--- src/rtl/mfp_eic_lite_pkg.sv ---
// Shared definitions for mfp_eic_lite: register offsets, FSM states, AHB data-phase record
// and the IPL-to-vector mapping used when presenting a request to the core.
package mfp_eic_lite_pkg;

    localparam logic [2:0] REG_MASK    = 3'd0;
    localparam logic [2:0] REG_SENSE   = 3'd1;
    localparam logic [2:0] REG_PENDING = 3'd2;
    localparam logic [2:0] REG_CLEAR   = 3'd3;
    localparam logic [2:0] REG_SET     = 3'd4;
    localparam logic [2:0] REG_STATUS  = 3'd5;

    typedef enum logic [1:0] {
        ST_IDLE    = 2'd0,
        ST_PRESENT = 2'd1,
        ST_HOLD    = 2'd2
    } state_t;

    typedef struct packed {
        logic       valid;
        logic       write;
        logic [2:0] addr;
    } dphase_t;

    // Vector number equals the requested IPL; the offset keeps the mapping in one place.
    localparam logic [5:0] IPL_VEC_OFFSET = 6'd0;

    function automatic logic [5:0] ipl_to_vec(input logic [5:0] ipl);
        return ipl + IPL_VEC_OFFSET;
    endfunction

endpackage

--- src/rtl/mfp_eic_lite_if.sv ---
// AHB-Lite slave port bundle for mfp_eic_lite; the master modport belongs to the bus side.
interface mfp_eic_lite_if;

    logic        HSEL;
    logic [31:0] HADDR;
    logic [1:0]  HTRANS;
    logic        HWRITE;
    logic [31:0] HWDATA;
    logic [31:0] HRDATA;
    logic        HREADY;
    logic        HRESP;

    modport master (
        output HSEL, HADDR, HTRANS, HWRITE, HWDATA,
        input  HRDATA, HREADY, HRESP
    );

    modport slave (
        input  HSEL, HADDR, HTRANS, HWRITE, HWDATA,
        output HRDATA, HREADY, HRESP
    );

endinterface

--- src/rtl/mfp_eic_lite_prio.sv ---
// Combinational fixed-priority encoder: the highest set bit of req_i wins and is reported
// as index+1, so 0 means no request.
module mfp_eic_lite_prio #(
    parameter int N = 8
) (
    input  logic [N-1:0] req_i,
    output logic         valid_o,
    output logic [5:0]   idx_o
);

    always_comb begin
        // NOTE: every output gets a default before the loop, otherwise a path with no
        // request would leave idx_o unassigned and infer a latch.
        valid_o = 1'b0;
        idx_o   = '0;
        for (int i = 0; i < N; i++) begin
            if (req_i[i]) begin
                valid_o = 1'b1;
                idx_o   = 6'(i + 1);
            end
        end
    end

endmodule

--- src/rtl/mfp_eic_lite.sv ---
// External interrupt controller feeding the MIPS EIC interface, configured over AHB-Lite.
// Build macro MFP_EIC_LITE_CPUINT_EN adds SI_TimerInt/SI_SWInt as level sources above irq.
module mfp_eic_lite
    import mfp_eic_lite_pkg::*;
#(
    parameter int NUM_IRQ     = 8,
    parameter int SYNC_STAGES = 2
) (
    input  logic               HCLK,
    input  logic               HRESET,
    mfp_eic_lite_if.slave      ahb,
    input  logic [NUM_IRQ-1:0] irq,
`ifdef MFP_EIC_LITE_CPUINT_EN
    input  logic               SI_TimerInt,
    input  logic [1:0]         SI_SWInt,
`endif
    output logic [7:0]         SI_Int,
    output logic [5:0]         SI_EICVector,
    output logic               SI_EICPresent,
    output logic [16:0]        SI_Offset,
    output logic [3:0]         SI_EISS,
    input  logic               SI_IAck,
    input  logic [5:0]         SI_IVN,
    input  logic [7:0]         SI_IPL
);

`ifdef MFP_EIC_LITE_CPUINT_EN
    localparam int NUM_CPU = 3;
`else
    localparam int NUM_CPU = 0;
`endif
    localparam int NSRC = NUM_IRQ + NUM_CPU;

    logic [SYNC_STAGES-1:0][NUM_IRQ-1:0] sync_q;
    logic [NSRC-1:0]    src, src_dly_q, edge_mask;
    logic [NSRC-1:0]    mask_q, mask_d, pend_q, pend_d;
    logic [NUM_IRQ-1:0] sense_q, sense_d;
    logic [NSRC-1:0]    clr_wr, set_wr, ack_clr, req;
    dphase_t            dph_q, dph_d;
    state_t             state_q, state_d;
    logic [5:0]         ripl_q, ripl_d, vec_q;
    logic               present_q;
    logic               wr_en, win_valid;
    logic [5:0]         win_idx;
    logic [31:0]        rdata;
    logic               unused_bits;

`ifdef MFP_EIC_LITE_CPUINT_EN
    assign src = {SI_SWInt, SI_TimerInt, sync_q[SYNC_STAGES-1]};
`else
    assign src = sync_q[SYNC_STAGES-1];
`endif

    // CPU-side sources have no SENSE bit, so they are always level.
    assign edge_mask = NSRC'(sense_q);

    // AHB address phase; the slave never stalls.
    assign ahb.HREADY = 1'b1;
    assign ahb.HRESP  = 1'b0;

    always_comb begin
        dph_d.valid = ahb.HSEL & ahb.HTRANS[1] & ahb.HREADY;
        dph_d.write = ahb.HWRITE;
        dph_d.addr  = ahb.HADDR[4:2];
    end

    assign wr_en   = dph_q.valid & dph_q.write;
    assign mask_d  = (wr_en && dph_q.addr == REG_MASK)  ? ahb.HWDATA[NSRC-1:0]    : mask_q;
    assign sense_d = (wr_en && dph_q.addr == REG_SENSE) ? ahb.HWDATA[NUM_IRQ-1:0] : sense_q;
    assign clr_wr  = (wr_en && dph_q.addr == REG_CLEAR) ? ahb.HWDATA[NSRC-1:0]    : '0;
    assign set_wr  = (wr_en && dph_q.addr == REG_SET)   ? ahb.HWDATA[NSRC-1:0]    : '0;

    always_comb begin
        ack_clr = '0;
        for (int i = 0; i < NUM_IRQ; i++) begin
            if (SI_IAck && SI_IVN == 6'(i + 1)) ack_clr[i] = 1'b1;
        end
    end

    // Edge lines: set beats clear in the same cycle. Level lines simply follow the source.
    assign pend_d = (edge_mask & ((pend_q & ~(ack_clr | clr_wr)) | (src & ~src_dly_q) | set_wr))
                  | (~edge_mask & src);

    assign req = pend_q & mask_q;

    mfp_eic_lite_prio #(.N(NSRC)) u_prio (
        .req_i   (req),
        .valid_o (win_valid),
        .idx_o   (win_idx)
    );

    always_comb begin
        state_d = state_q;
        ripl_d  = '0;
        case (state_q)
            ST_IDLE: begin
                if (win_valid) begin
                    ripl_d  = win_idx;
                    state_d = ST_PRESENT;
                end
            end
            ST_PRESENT: begin
                if (SI_IAck) begin
                    state_d = ST_HOLD;
                end else if (win_valid) begin
                    ripl_d  = win_idx;
                end else begin
                    state_d = ST_IDLE;
                end
            end
            // One blank cycle lets the core raise its IPL before the next request.
            ST_HOLD: state_d = ST_IDLE;
            default: state_d = ST_IDLE;
        endcase
    end

    // NOTE: the synchroniser is reset along with everything else so a stale level
    // cannot appear as a fresh edge right after reset release.
    always_ff @(posedge HCLK or posedge HRESET) begin
        if (HRESET) begin
            sync_q    <= '0;
            src_dly_q <= '0;
            mask_q    <= '0;
            sense_q   <= '0;
            pend_q    <= '0;
            dph_q     <= '0;
            state_q   <= ST_IDLE;
            ripl_q    <= '0;
            vec_q     <= '0;
            present_q <= 1'b0;
        end else begin
            // NOTE: non-blocking so every flop samples the pre-edge values of the others.
            sync_q    <= {sync_q[SYNC_STAGES-2:0], irq};
            src_dly_q <= src;
            mask_q    <= mask_d;
            sense_q   <= sense_d;
            pend_q    <= pend_d;
            dph_q     <= dph_d;
            state_q   <= state_d;
            ripl_q    <= ripl_d;
            vec_q     <= ipl_to_vec(ripl_d);
            present_q <= 1'b1;
        end
    end

    always_comb begin
        rdata = '0;
        if (dph_q.valid && !dph_q.write) begin
            case (dph_q.addr)
                REG_MASK:    rdata = 32'(mask_q);
                REG_SENSE:   rdata = 32'(sense_q);
                REG_PENDING: rdata = 32'(pend_q);
                REG_STATUS:  rdata = {16'b0, SI_IPL, 2'b0, ripl_q};
                default:     rdata = '0;
            endcase
        end
    end

    assign ahb.HRDATA    = rdata;
    assign SI_Int        = {2'b0, ripl_q};
    assign SI_EICVector  = vec_q;
    assign SI_EICPresent = present_q;
    assign SI_Offset     = '0;
    assign SI_EISS       = '0;

    assign unused_bits = ^{ahb.HADDR[31:5], ahb.HADDR[1:0], ahb.HTRANS[0], ahb.HWDATA[31:NSRC]};

endmodule

--- src/flat_wrapper.sv ---
// flat-port wrapper written by rule: the top's interface ports become plain ports
module mfp_eic_lite_flat import mfp_eic_lite_pkg::*;
#(
    parameter int NUM_IRQ     = 8,
    parameter int SYNC_STAGES = 2
)
  (HCLK, HRESET, irq, SI_Int, SI_EICVector, SI_EICPresent, SI_Offset, SI_EISS, SI_IAck, SI_IVN, SI_IPL, ahb_HSEL, ahb_HADDR, ahb_HTRANS, ahb_HWRITE, ahb_HWDATA, ahb_HRDATA, ahb_HREADY, ahb_HRESP);
  mfp_eic_lite_if ahb_i ();
  input  logic HCLK;
  input  logic HRESET;
  input  logic [NUM_IRQ-1:0] irq;
  output logic [7:0] SI_Int;
  output logic [5:0] SI_EICVector;
  output logic SI_EICPresent;
  output logic [16:0] SI_Offset;
  output logic [3:0] SI_EISS;
  input  logic SI_IAck;
  input  logic [5:0] SI_IVN;
  input  logic [7:0] SI_IPL;
  input wire logic [$bits(ahb_i.HSEL)-1:0] ahb_HSEL;
  input wire logic [$bits(ahb_i.HADDR)-1:0] ahb_HADDR;
  input wire logic [$bits(ahb_i.HTRANS)-1:0] ahb_HTRANS;
  input wire logic [$bits(ahb_i.HWRITE)-1:0] ahb_HWRITE;
  input wire logic [$bits(ahb_i.HWDATA)-1:0] ahb_HWDATA;
  output wire logic [$bits(ahb_i.HRDATA)-1:0] ahb_HRDATA;
  output wire logic [$bits(ahb_i.HREADY)-1:0] ahb_HREADY;
  output wire logic [$bits(ahb_i.HRESP)-1:0] ahb_HRESP;
  assign ahb_i.HSEL = ahb_HSEL;
  assign ahb_i.HADDR = ahb_HADDR;
  assign ahb_i.HTRANS = ahb_HTRANS;
  assign ahb_i.HWRITE = ahb_HWRITE;
  assign ahb_i.HWDATA = ahb_HWDATA;
  assign ahb_HRDATA = ahb_i.HRDATA;
  assign ahb_HREADY = ahb_i.HREADY;
  assign ahb_HRESP = ahb_i.HRESP;
  mfp_eic_lite #(.NUM_IRQ(NUM_IRQ), .SYNC_STAGES(SYNC_STAGES)) u_core (.HCLK(HCLK), .HRESET(HRESET), .ahb(ahb_i), .irq(irq), .SI_Int(SI_Int), .SI_EICVector(SI_EICVector), .SI_EICPresent(SI_EICPresent), .SI_Offset(SI_Offset), .SI_EISS(SI_EISS), .SI_IAck(SI_IAck), .SI_IVN(SI_IVN), .SI_IPL(SI_IPL));
endmodule
--- config.mk ---
export PLATFORM = sky130hd
export DESIGN_NAME = mfp_eic_lite_flat
export DESIGN_NICKNAME = d
export VERILOG_FILES = /design/src/rtl/mfp_eic_lite_pkg.sv /design/src/rtl/mfp_eic_lite_if.sv /design/src/rtl/mfp_eic_lite_prio.sv /design/src/rtl/mfp_eic_lite.sv /design/src/flat_wrapper.sv
export SDC_FILE = /design/constraint.sdc
export NUM_CORES = 1
export LEC_CHECK = 0
export ABC_AREA = 1
export BUFFER_PORTS_ARGS = -buffer_cell sky130_fd_sc_hd__buf_2
export CORE_AREA = 2 2 96 98
export CTS_BUF_LIST = sky130_fd_sc_hd__clkbuf_8
export DETAILED_ROUTE_END_ITERATION = 16
export DIE_AREA = 0 0 98 100
export PLACE_DENSITY = 0.66
export SYNTH_ARGS = -nofsm -noshare
export SYNTH_HDL_FRONTEND = slang
export SYNTH_SLANG_ARGS = --single-unit
--- constraint.sdc ---
create_clock -name HCLK -period 2.18 [get_ports HCLK]
set_input_delay 0.218 -clock HCLK [delete_from_list [all_inputs] [get_ports HCLK]]
set_output_delay 0.218 -clock HCLK [all_outputs]
set_load 0.02 [all_outputs]
* Word level (Yosys, flattened, before mapping) *
Index checks and enable logic that the tools add are counted.

operators by class
  add/sub/neg operators = 0
  magnitude comparators = 0
  bitwise operators = 14
  reductions and logical operators = 17
  equality and inequality tests = 16
  muxes and demuxes = 35
  divide/modulo/power cells = 0
  shifts and indexed selects = 0
  multiply operators = 0

operators with widths
  cell                count
  $pmux 16 s4         1
  $mux 6              9
  $and 8x8->8         5
  $or 8x8->8          4
  $eq 6x3->1 const B  4
  $not 8->8           3
  $mux 1              17
  $mux 16             1
  $mux 8              2
  $logic_and 1x1->1   13
  $eq 6x2->1 const B  2
  $pmux 6 s2          1
  $eq 3x2->1 const B  2
  $eq 3x3->1 const B  2
  $eq 6x1->1 const B  1
  $eq 6x4->1 const B  1
  $mux 2              3
  $pmux 2 s2          1
  $eq 3x1->1 const B  1
  $logic_not 3->1     1
  $ne 3x3->1 const B  1
  $and 1x1->1         2
  $eq 2x1->1 const B  1
  $logic_not 2->1     1
  other kinds (3)     3

storage, ports and cells
  bits in latches = 0
  register bits = 62
  output and inout bits = 70
  bits in writable memories = 0
  word-level logic and storage cells = 94
  memories kept = 0
  memory bits (read-only) = 0
  bits of input ports = 93

* Longest topological paths before layout *
  word-level depth = 12
  mapped depth = 8
  gate-level depth less buffers = 8

* By module *
A second synthesis with hierarchy kept.

unflattened totals
  cells, all modules = 390
  area total of the unflattened synthesis = 3216.8 um^2

by module, submodules not included
  module             sequential area each (um^2)  instances  area an instance (um^2)  cells an instance
  mfp_eic_lite       1551.5                       1          3100.5                   368
  mfp_eic_lite_prio  0.0                          1          116.4                    22

* Worst setup path before layout *
Ideal clock, no wire load.

  path kind = reg-to-output
  start = register u_core.dph_q[2] in the netlist's numbering
  end = output port ahb_HRDATA[3]
  required time = 1.962 ns
  buffers on the path = 1
  stages on the path, launching flop included = 9
  setup slack = 0.613 ns
  arrival = 1.349 ns
  cells stage by stage = dfrtp_1 -> buf_2 -> inv_2 -> nand2_1 -> nor2_4 -> nand2_1 -> nand2_1 -> inv_1 -> a31oi_1

between the ends
  longest elaborated chain between the ends = 3
  elaborated cells between the ends (all ways) = 6
  those cells by class = eq/ne (3); mux (2); reduce/logical (1)

RTL lines
  item                                      line                 RTL
  from (decl)                               mfp_eic_lite.sv:39   dphase_t dph_q, dph_d;
  from (signal assigned)                    mfp_eic_lite.sv:138  dph_q <= dph_d;
  $eq 3x3->1, or another cell as far along  mfp_eic_lite.sv:149  case (dph_q.addr)
  $pmux 16 s4 *                             mfp_eic_lite.sv:149
  $mux 16 *                                 mfp_eic_lite.sv:148  if (dph_q.valid && !dph_q.write) begin
  to (decl)                                 flat_wrapper.sv:25   output wire logic [$bits(ahb_i.HRDATA)-1:0] ahb_HRDATA;

Mark *: on every way between the ends. The rest lies on a longest branch, timed or not.

* Final worst setup path *
  start = register u_core.dph_q[0] in the netlist's numbering
  end = output port ahb_HRDATA[3]

Same word-level chain as after synthesis.

==> run metrics <==
CTS tree=built; Cell Area, Synth=around 3000 sq um; DP HPWL=roughly 5000 microns; DP Worst Slack=428.6 ps; Synth cell types=22; max incr delay on CP=around 480 ps; cell family with most CP delay=flip-flops; FF-to-FF Start=u_core.dph_q[2]; HP Class=in -> reg; period utilisation layout=roughly 93%; leakage=about 2 nW; crit-path max FO=8; Max Slew Vio Count=0; reg2reg end=u_core.edge_mask[7]; Max transition margin=between 50% and 60%; post-synth top area share=between 40% and 50%; Die Y=about 100 microns; num ports=around 160; pin count of the biggest net entering global routing=26; vias in the first global route=2,402; Critical path buffers and inverters=3; clock latency on the worst-skew pair=330 ps; post-route ant nets=0; Final min period=slightly above 2000 ps; Seq/Total Area, Yosys=about half; Hold WS=89.89 ps; Slowest-stage cell, CP=dfrtp_1; hold path cells=3; Post-Route Setup TNS=0 ps; initial antenna violation count=0; Register-to-Register Path Depth=4; GR Util All Layers=about 15%; RSZ-0062 raised after global routing=false; drt pass-1 iters=5; synthesized area per cell=around 8.1 sq um; layout cells sized above 1=roughly a fifth; Root Buffer=clkbuf_8; Vias=2,567; initial core utilization=between 30 and 40%; CP cell instances=inv_2, nor2_4, buf_4, nand3_1, a31oi_1, buf_2; Arr. time, crit path=1810 ps; most frequent cells in the layout=128 x nand2_1, 63 x buf_2, 60 x dfrtp_1; Final setup viols=0; number of hold violations in the final report=0; status=finished, final reports clean; YS warnings=0; final wirelength=7127 microns; residual DRC count=0; crit path kind=reg -> out; design area=about 3600 sq um; CTS H-Tree Depth=3; gpl congestion=between 0.8 and 0.9; vias per cell=~4.5; GRT overflow=0; global-route wire length before repair=~12,000 microns; fmax=between 0.4 and 0.5 GHz; Rows=35; final setup margin=155.5 ps; clk_skew=just under 7 ps; synthesized flop and latch total=60; clock buffer count from CTS=9; CTS sink cnt=60; Nets=between 500 and 600; CP required=just under 2000 ps; CP Capture Type=output port; die extent in x=around 98 microns; most common cell after layout, fill and taps aside=nand2_1; fill count=923; cts repair resizes=0; Power Density=approximately 800 nW/um^2; area leader, netlist=dfrtp_1; startpoint class of the critical path=flop; DRT iter0 DRCs=a little under 200; DP Area=~3300 sq um; R2R setup slack=slightly below 600 ps; min-delay src=ahb_HTRANS[1]; max cap viols=0; CTS clk-pin slew, worst paths=about 60 ps; top post-synthesis cells by area=dfrtp_1 50%, nand2_1 16%, buf_4 12%, nand3_1 5.3%, inv_1 3.7%; Port Buffer Count=63; Worst Hold End=u_core.dph_q[4]; Ant. Diodes=0; VDD IR-drop max=0.0004411 V; routed len/inst=between 10 and 15 microns; die area=9800 sq um; cell count after synthesis=373; Core Area=8890 sq um; Area Growth Syn to Fin=19.40%; Slew @ Worst Pin=roughly 630 ps; Max clock buf depth=2
==> state kept, by name, summed over array words and instances, names as in the netlist <==
name	count
u_core.edge_mask	8
u_core.src_dly_q	8
u_core.sync_q	8
u_core.mask_q	8
u_core.pend_q	8
u_core.SI_EICPresent	1
u_core.ripl_q	4
u_core.src	8
u_core.dph_q	5
u_core.state_q	2
==> worst reg2reg max path, cell delays in order (launching register included) <==
cell	delay [ps]
dfrtp_1	410
buf_4	220
nor2_4	330
nand2_2	280
o21ai_0	270
==> timing repair <==
item,4_1_cts,5_1_grt
hold buffers,13,0
buffers inserted,0,4
setup endpoints to repair,0,3
endpoints found under the hold margin,35,0
==> worst max-delay path by stage <==
stage               depth (start not counted)             from  slack (ps)                    to
floorplan                                   1           HRESET         480  u_core.SI_EICPresent
global placement                            7  u_core.dph_q[0]         410         ahb_HRDATA[0]
detailed placement                          7  u_core.dph_q[0]         430         ahb_HRDATA[0]
CTS                                         7  u_core.dph_q[0]          40         ahb_HRDATA[0]
global route                                7  u_core.dph_q[0]          40         ahb_HRDATA[0]
finish                                      6  u_core.dph_q[0]         160         ahb_HRDATA[3]
==> logic make-up after synthesis <==
group / Yosys count / share of synthesized area (%)
compound gates: 23 / 4.011
buf+inv: 87 / 17.66
flops: 60 / 49.63
other cells: 2 / 0.2482
simple gates: 201 / 28.45
==> cells in the mapped netlist <==
master	count
nand4_1	8
nand3_1	32
dfrtp_1	60
nand2_1	128
nand2_4	1
nor3_1	2
o21ai_1	1
inv_2	2
nor3_2	1
buf_6	3
a31oi_1	5
nand2_2	2
buf_4	49
nor2_2	1
o21ai_0	15
inv_1	30
nor2_4	3
a21oi_1	2
nor2_1	23
buf_2	1
conb_1	2
clkbuf_1	2
==> power by group <==
part           switching, mW  internal (mW)
clock network          0.400          0.455
logic                  0.411          0.210
registers              0.138           1.28
total                  0.949           1.94
==> area by class of cell <==
type	instances	area, sq um	area share (%)
clock buffer	11	151.4	4.191
multi-input combinational	270	1155	31.97
timing repair buffer	87	528.0	14.62
sequential	60	1501	41.57
inverter	32	120.1	3.325
clock inverter	4	17.52	0.4849
tap	111	138.9	3.845
==> metrics by stage <==
step / power [mW] / util [%] / std cells
after global routing: 3.069 / 40.63 / 575
after floorplan: 1.912 / - / 417
final: 2.892 / 40.63 / 575
after detailed placement: 2.029 / 36.93 / 543
after CTS: 2.907 / 40.30 / 571
after global placement: 2.006 / 36.93 / 543
==> layer usage <==
metal	track usage (%)	share of wire (%)	up-vias
met2	25.82	47	127
met1	18.42	43	1187
met4	5.449	1.5	0
li1	-	-	1245
met5	0	0	-
met3	3.969	7.8	8
Power figures use the tool's default switching activity.
